`src/rtl/requant_pack.sv`:
```
// rtl/requant_pack.sv - int32 accumulator requantizer (scale, rounding shift, zero point, clamp) packing LANES int8 results per word.
// Define REQUANT_RELU_EN to raise the clamp floor to CFG_ZP (fused quantized ReLU).
module requant_pack #(
  parameter int LANES = 4
) (
  input  logic                 ACLK,
  input  logic                 ARESET,
  input  logic                 SD_AXIS_TVALID,
  output logic                 SD_AXIS_TREADY,
  input  logic [31:0]          SD_AXIS_TDATA,
  input  logic                 SD_AXIS_TLAST,
  output logic                 MO_AXIS_TVALID,
  input  logic                 MO_AXIS_TREADY,
  output logic [8*LANES-1:0]   MO_AXIS_TDATA,
  output logic [LANES-1:0]     MO_AXIS_TKEEP,
  output logic                 MO_AXIS_TLAST,
  input  logic [15:0]          CFG_SCALE,
  input  logic [4:0]           CFG_SHIFT,
  input  logic [7:0]           CFG_ZP
);

  localparam int CW = (LANES > 1) ? $clog2(LANES) : 1;
  localparam logic [CW-1:0] LAST_LANE = CW'(LANES - 1);

  logic                      ce;
  logic                      a_valid, a_last;
  logic signed [47:0]        a_p;
  logic                      b_valid, b_last;
  logic [7:0]                b_y;
  logic [CW-1:0]             cnt;
  logic [8*LANES-1:0]        pack_data;

  logic signed [48:0]        rnd, sum, shifted;
  logic signed [49:0]        biased, lo;
  logic [7:0]                y;
  logic [8*LANES-1:0]        next_word;
  logic [LANES-1:0]          next_keep;
  logic                      close;

  // The whole pipeline freezes only while a finished word is waiting on downstream.
  assign ce             = !(MO_AXIS_TVALID && !MO_AXIS_TREADY);
  assign SD_AXIS_TREADY = ce && !ARESET;

  always_comb begin
    rnd     = (CFG_SHIFT != 5'd0) ? (49'sd1 <<< (CFG_SHIFT - 5'd1)) : 49'sd0;
    sum     = $signed({a_p[47], a_p}) + rnd;
    shifted = sum >>> CFG_SHIFT;
    biased  = $signed({shifted[48], shifted}) + $signed({{42{CFG_ZP[7]}}, CFG_ZP});
`ifdef REQUANT_RELU_EN
    lo      = $signed({{42{CFG_ZP[7]}}, CFG_ZP});
`else
    lo      = -50'sd128;
`endif
    if (biased > 50'sd127)
      y = 8'd127;
    else if (biased < lo)
      y = lo[7:0];
    else
      y = biased[7:0];
  end

  always_comb begin
    next_word = pack_data;
    next_keep = '0;
    for (int i = 0; i < LANES; i++) begin
      if (CW'(i) == cnt)
        next_word[8*i +: 8] = b_y;
      next_keep[i] = (CW'(i) <= cnt);
    end
    close = b_valid && ((cnt == LAST_LANE) || b_last);
  end

  always_ff @(posedge ACLK or posedge ARESET) begin
    if (ARESET) begin
      a_valid        <= 1'b0;
      a_last         <= 1'b0;
      a_p            <= '0;
      b_valid        <= 1'b0;
      b_last         <= 1'b0;
      b_y            <= '0;
      cnt            <= '0;
      pack_data      <= '0;
      MO_AXIS_TVALID <= 1'b0;
      MO_AXIS_TDATA  <= '0;
      MO_AXIS_TKEEP  <= '0;
      MO_AXIS_TLAST  <= 1'b0;
    end else begin
      if (ce) begin
        a_valid <= SD_AXIS_TVALID;
        if (SD_AXIS_TVALID) begin
          a_p    <= $signed(SD_AXIS_TDATA) * $signed({1'b0, CFG_SCALE});
          a_last <= SD_AXIS_TLAST;
        end
        b_valid <= a_valid;
        if (a_valid) begin
          b_y    <= y;
          b_last <= a_last;
        end
        if (b_valid) begin
          if (close) begin
            pack_data <= '0;
            cnt       <= '0;
          end else begin
            pack_data <= next_word;
            cnt       <= cnt + 1'b1;
          end
        end
      end
      // A closing word can only arrive when the output slot is empty or handing off.
      if (ce && close) begin
        MO_AXIS_TVALID <= 1'b1;
        MO_AXIS_TDATA  <= next_word;
        MO_AXIS_TKEEP  <= next_keep;
        MO_AXIS_TLAST  <= b_last;
      end else if (MO_AXIS_TREADY) begin
        MO_AXIS_TVALID <= 1'b0;
      end
    end
  end

endmodule
```
`config.mk`:
```
export PLATFORM = sky130hd
export DESIGN_NAME = requant_pack
export DESIGN_NICKNAME = d
export VERILOG_FILES = /design/src/rtl/requant_pack.sv
export SDC_FILE = /design/constraint.sdc
export NUM_CORES = 2
export LEC_CHECK = 0
export CAP_MARGIN = 20
export CORE_UTILIZATION = 45
export DETAILED_ROUTE_END_ITERATION = 8
export SLEW_MARGIN = 40
export SYNTH_ARGS = -nofsm -noshare
export SYNTH_HDL_FRONTEND = slang
export SYNTH_SLANG_ARGS = --single-unit
```
`constraint.sdc`:
```
create_clock -name ACLK -period 6.3 [get_ports ACLK]
set_input_delay 0.945 -clock ACLK [delete_from_list [all_inputs] [get_ports ACLK]]
set_output_delay 0.945 -clock ACLK [all_outputs]
set_load 0.02 [all_outputs]
```
==> metrics <==
drt pass-1 iters 7; Top delay family on crit path simple AND/OR/NAND/NOR gates; via count 31,260; drt drc 0; Util after Layout 64.0%; Total Routed Length 107,000 microns; Slew @ Worst Pin 650 ps; mux share of post-synthesis cell area 4.88%; failing checks negative setup slack; Post-Synth XOR/XNOR Area 3.08%; CP startpoint kind input port; most frequent cell after synthesis nand2_1; async set-reset flop share out of synthesis 100%; outcome complete, but fails checks; vias in the first global route 32,389; Worst Skew 12.8 ps; top cells by area, synth fa_1 30%, dfrtp_1 10%, ha_1 7.7%, nand2_1 7.1%, inv_1 6.6%; Area Growth Syn to Fin 40.9%; share of cells above drive strength 1 33.1%; Initial Util 45.4%; Synth Area in Compound Gates 15.5%; Die Span Y 270 microns; number of library cell types mapped by synthesis 97; CTS tree yes; R2R depth 30; area leader, netlist fa_1; ys flop type dfrtp_1; width of the die 270 microns; largest net degree at the start of global routing 96; Slowest cell on crit path or4_4; Min-Delay Path Depth 1; # nets final 5,584; Post-DRT Antenna Nets 0; buffers from clock root to sink, at most 2; hold wc startpoint MO_AXIS_TKEEP[0]; Final Worst Setup Slack -1480 ps; Cells after Synth 3,927; RR Endpoint b_y[1]; CP Class in2reg; drt initial violations 1,675; Critical Path End Type register; CTS Hold Buffers Added 0; routed wire length per instance 18.4 microns; max incr delay on CP 580 ps; Adder-Cell Fraction of Synth Area 37.7%; root buffer cell clkbuf_16; Achievable Freq 0.129 GHz; CTS H-tree depth 4; RSZ-0062 raised after global routing yes; top fanout value on the critical path 8; worst reg-to-reg setup slack -850 ps; maximum capacitance violations 0; CTS Sinks 132; initial antenna violation count 1; share of Yosys cell area claimed by the top area cell type 30.0%; clk_lat worst skew 450 ps; CTS Buf Count 17; crit path buf inv count 8; pre-CTS WS -3230 ps; die area 0.0731 sq mm; Synthesis Warnings 0; RR Startpoint a_p[0]; synthesized area 0.0324 sq mm; Fin. Hold Viols 0; DP HPWL 84,900 microns; buffers added on ports 104; EDFF count, synth 0; Final period util 123%; max-slew violation count 0; GPL Wtd Cong 0.973; most frequent cells after synthesis 615 x nand2_1, 569 x inv_1, 486 x fa_1; Avg Cell Area, Syn 8.26 sq um; hold crit path type reg2reg; CP Data Required Time 6630 ps; gr ovfl total 0; Simple-Gate Fraction of Synth Area 19.3%; row cnt 98; Final Setup Violations 14; global-route wire length before repair 170,000 microns; Seq/Total Area, Yosys 10.2%; core footprint 0.0714 sq mm; most frequent CP cell buf_4; Endpoint, Worst Hold MO_AXIS_TKEEP[0]; Yosys reg bits 132; largest family of logic cells by synthesized area adder cells; CP Depth 34; Layout Cells excl Fill 5,795; Final TNS setup -11,850 ps; Syn Nets 4,679; placed cells 5,589; Worst-path clk slew 60 ps; post-route minimum period 7780 ps; Vias/cell 5.39; crit path DAT 8110 ps; IO Count 105; max-slew headroom at the worst pin 56.7%; GR Util All Layers 29.1%
layer usage:
layer	share of wire [%]	up-vias	GRT usage (%)
li1	-	14720	-
met1	42	15374	36.9
met2	49	881	50.6
met3	4.0	285	2.68
met4	5.1	0	12.0
met5	0	-	0
kinds of logic (layout without fill, tap and decap cells):
| family | after synthesis | count (layout) |
|---|---|---|
| other cells | 1 | 2 |
| fa+ha+maj | 686 | 686 |
| buf+inv | 790 | 1707 |
| xor+xnor | 114 | 114 |
| flops | 132 | 132 |
| simple gates | 1322 | 1322 |
| compound gates | 759 | 759 |
| mux | 123 | 123 |
state kept, by name (all words and copies together) (netlist names), 2 cells and up:
signal	flops
MO_AXIS_TDATA	32
pack_data	32
b_y	8
MO_AXIS_TKEEP	4
a_p	48
cnt	2
what timing repair did:
| action | in CTS | in global routing |
|---|---|---|
| cloned | 14 | 2 |
| endpoints found under the hold margin | 0 | 0 |
| buffers inserted | 109 | 56 |
| resized for setup | 503 | 304 |
| endpoints found under the setup margin | 38 | 36 |
| pin swaps | 213 | 218 |
final cells by class:
cell class / instances / area [sq um]
Clock inverter: 12 / 121
Multi-Input combinational cell: 3005 / 29000
Sequential cell: 132 / 3300
Timing Repair Buffer: 1103 / 9440
Clock buffer: 19 / 453
Tap cell: 950 / 1190
Antenna cell: 1 / 2.50
Fill cell: 6102 / 25700
Inverter: 573 / 2200
cell usage in the layout (no fill, tap or decap), types with 21 or more instances in the layout:
cell,instances
mux4_2,26
dfrtp_1,132
xnor2_1,64
xor2_1,30
buf_4,897
inv_2,32
a21o_1,71
nor3_1,47
ha_4,44
inv_1,534
o21ai_2,22
o21ai_1,46
fa_1,465
fa_2,21
nand4_1,31
nor2_4,21
and3_1,34
nand2_1,553
a21oi_2,51
and2_1,216
buf_12,34
nor2_1,143
clkdlybuf4s50_1,53
buf_6,63
o21ai_0,116
nand3_1,52
nand2_2,35
ha_1,149
mux2i_1,67
o211ai_1,28
nand2_4,24
a21oi_1,119
a22o_1,27
through the flow:
stage / hold slack, ps / instance area (sq um)
2_1_floorplan: 439 / 33600
3_3_place_gp: 450 / 40900
3_5_place_dp: 455 / 40900
4_1_cts: 468 / 44100
5_1_grt: 501 / 45700
6_report: 463 / 45700
worst max-delay path by stage:
stage                         to    startpoint
after global placement    b_y[0]  CFG_SHIFT[4]
after global routing      b_y[3]  CFG_SHIFT[0]
after CTS                 b_y[1]  CFG_SHIFT[1]
after floorplan           b_y[0]  CFG_SHIFT[2]
final                     b_y[1]  CFG_SHIFT[0]
after detailed placement  b_y[1]  CFG_SHIFT[4]
Power is left out: the tool's default activity adds up to more than one toggle a clock period on the data nets, which glitch-free logic cannot reach.
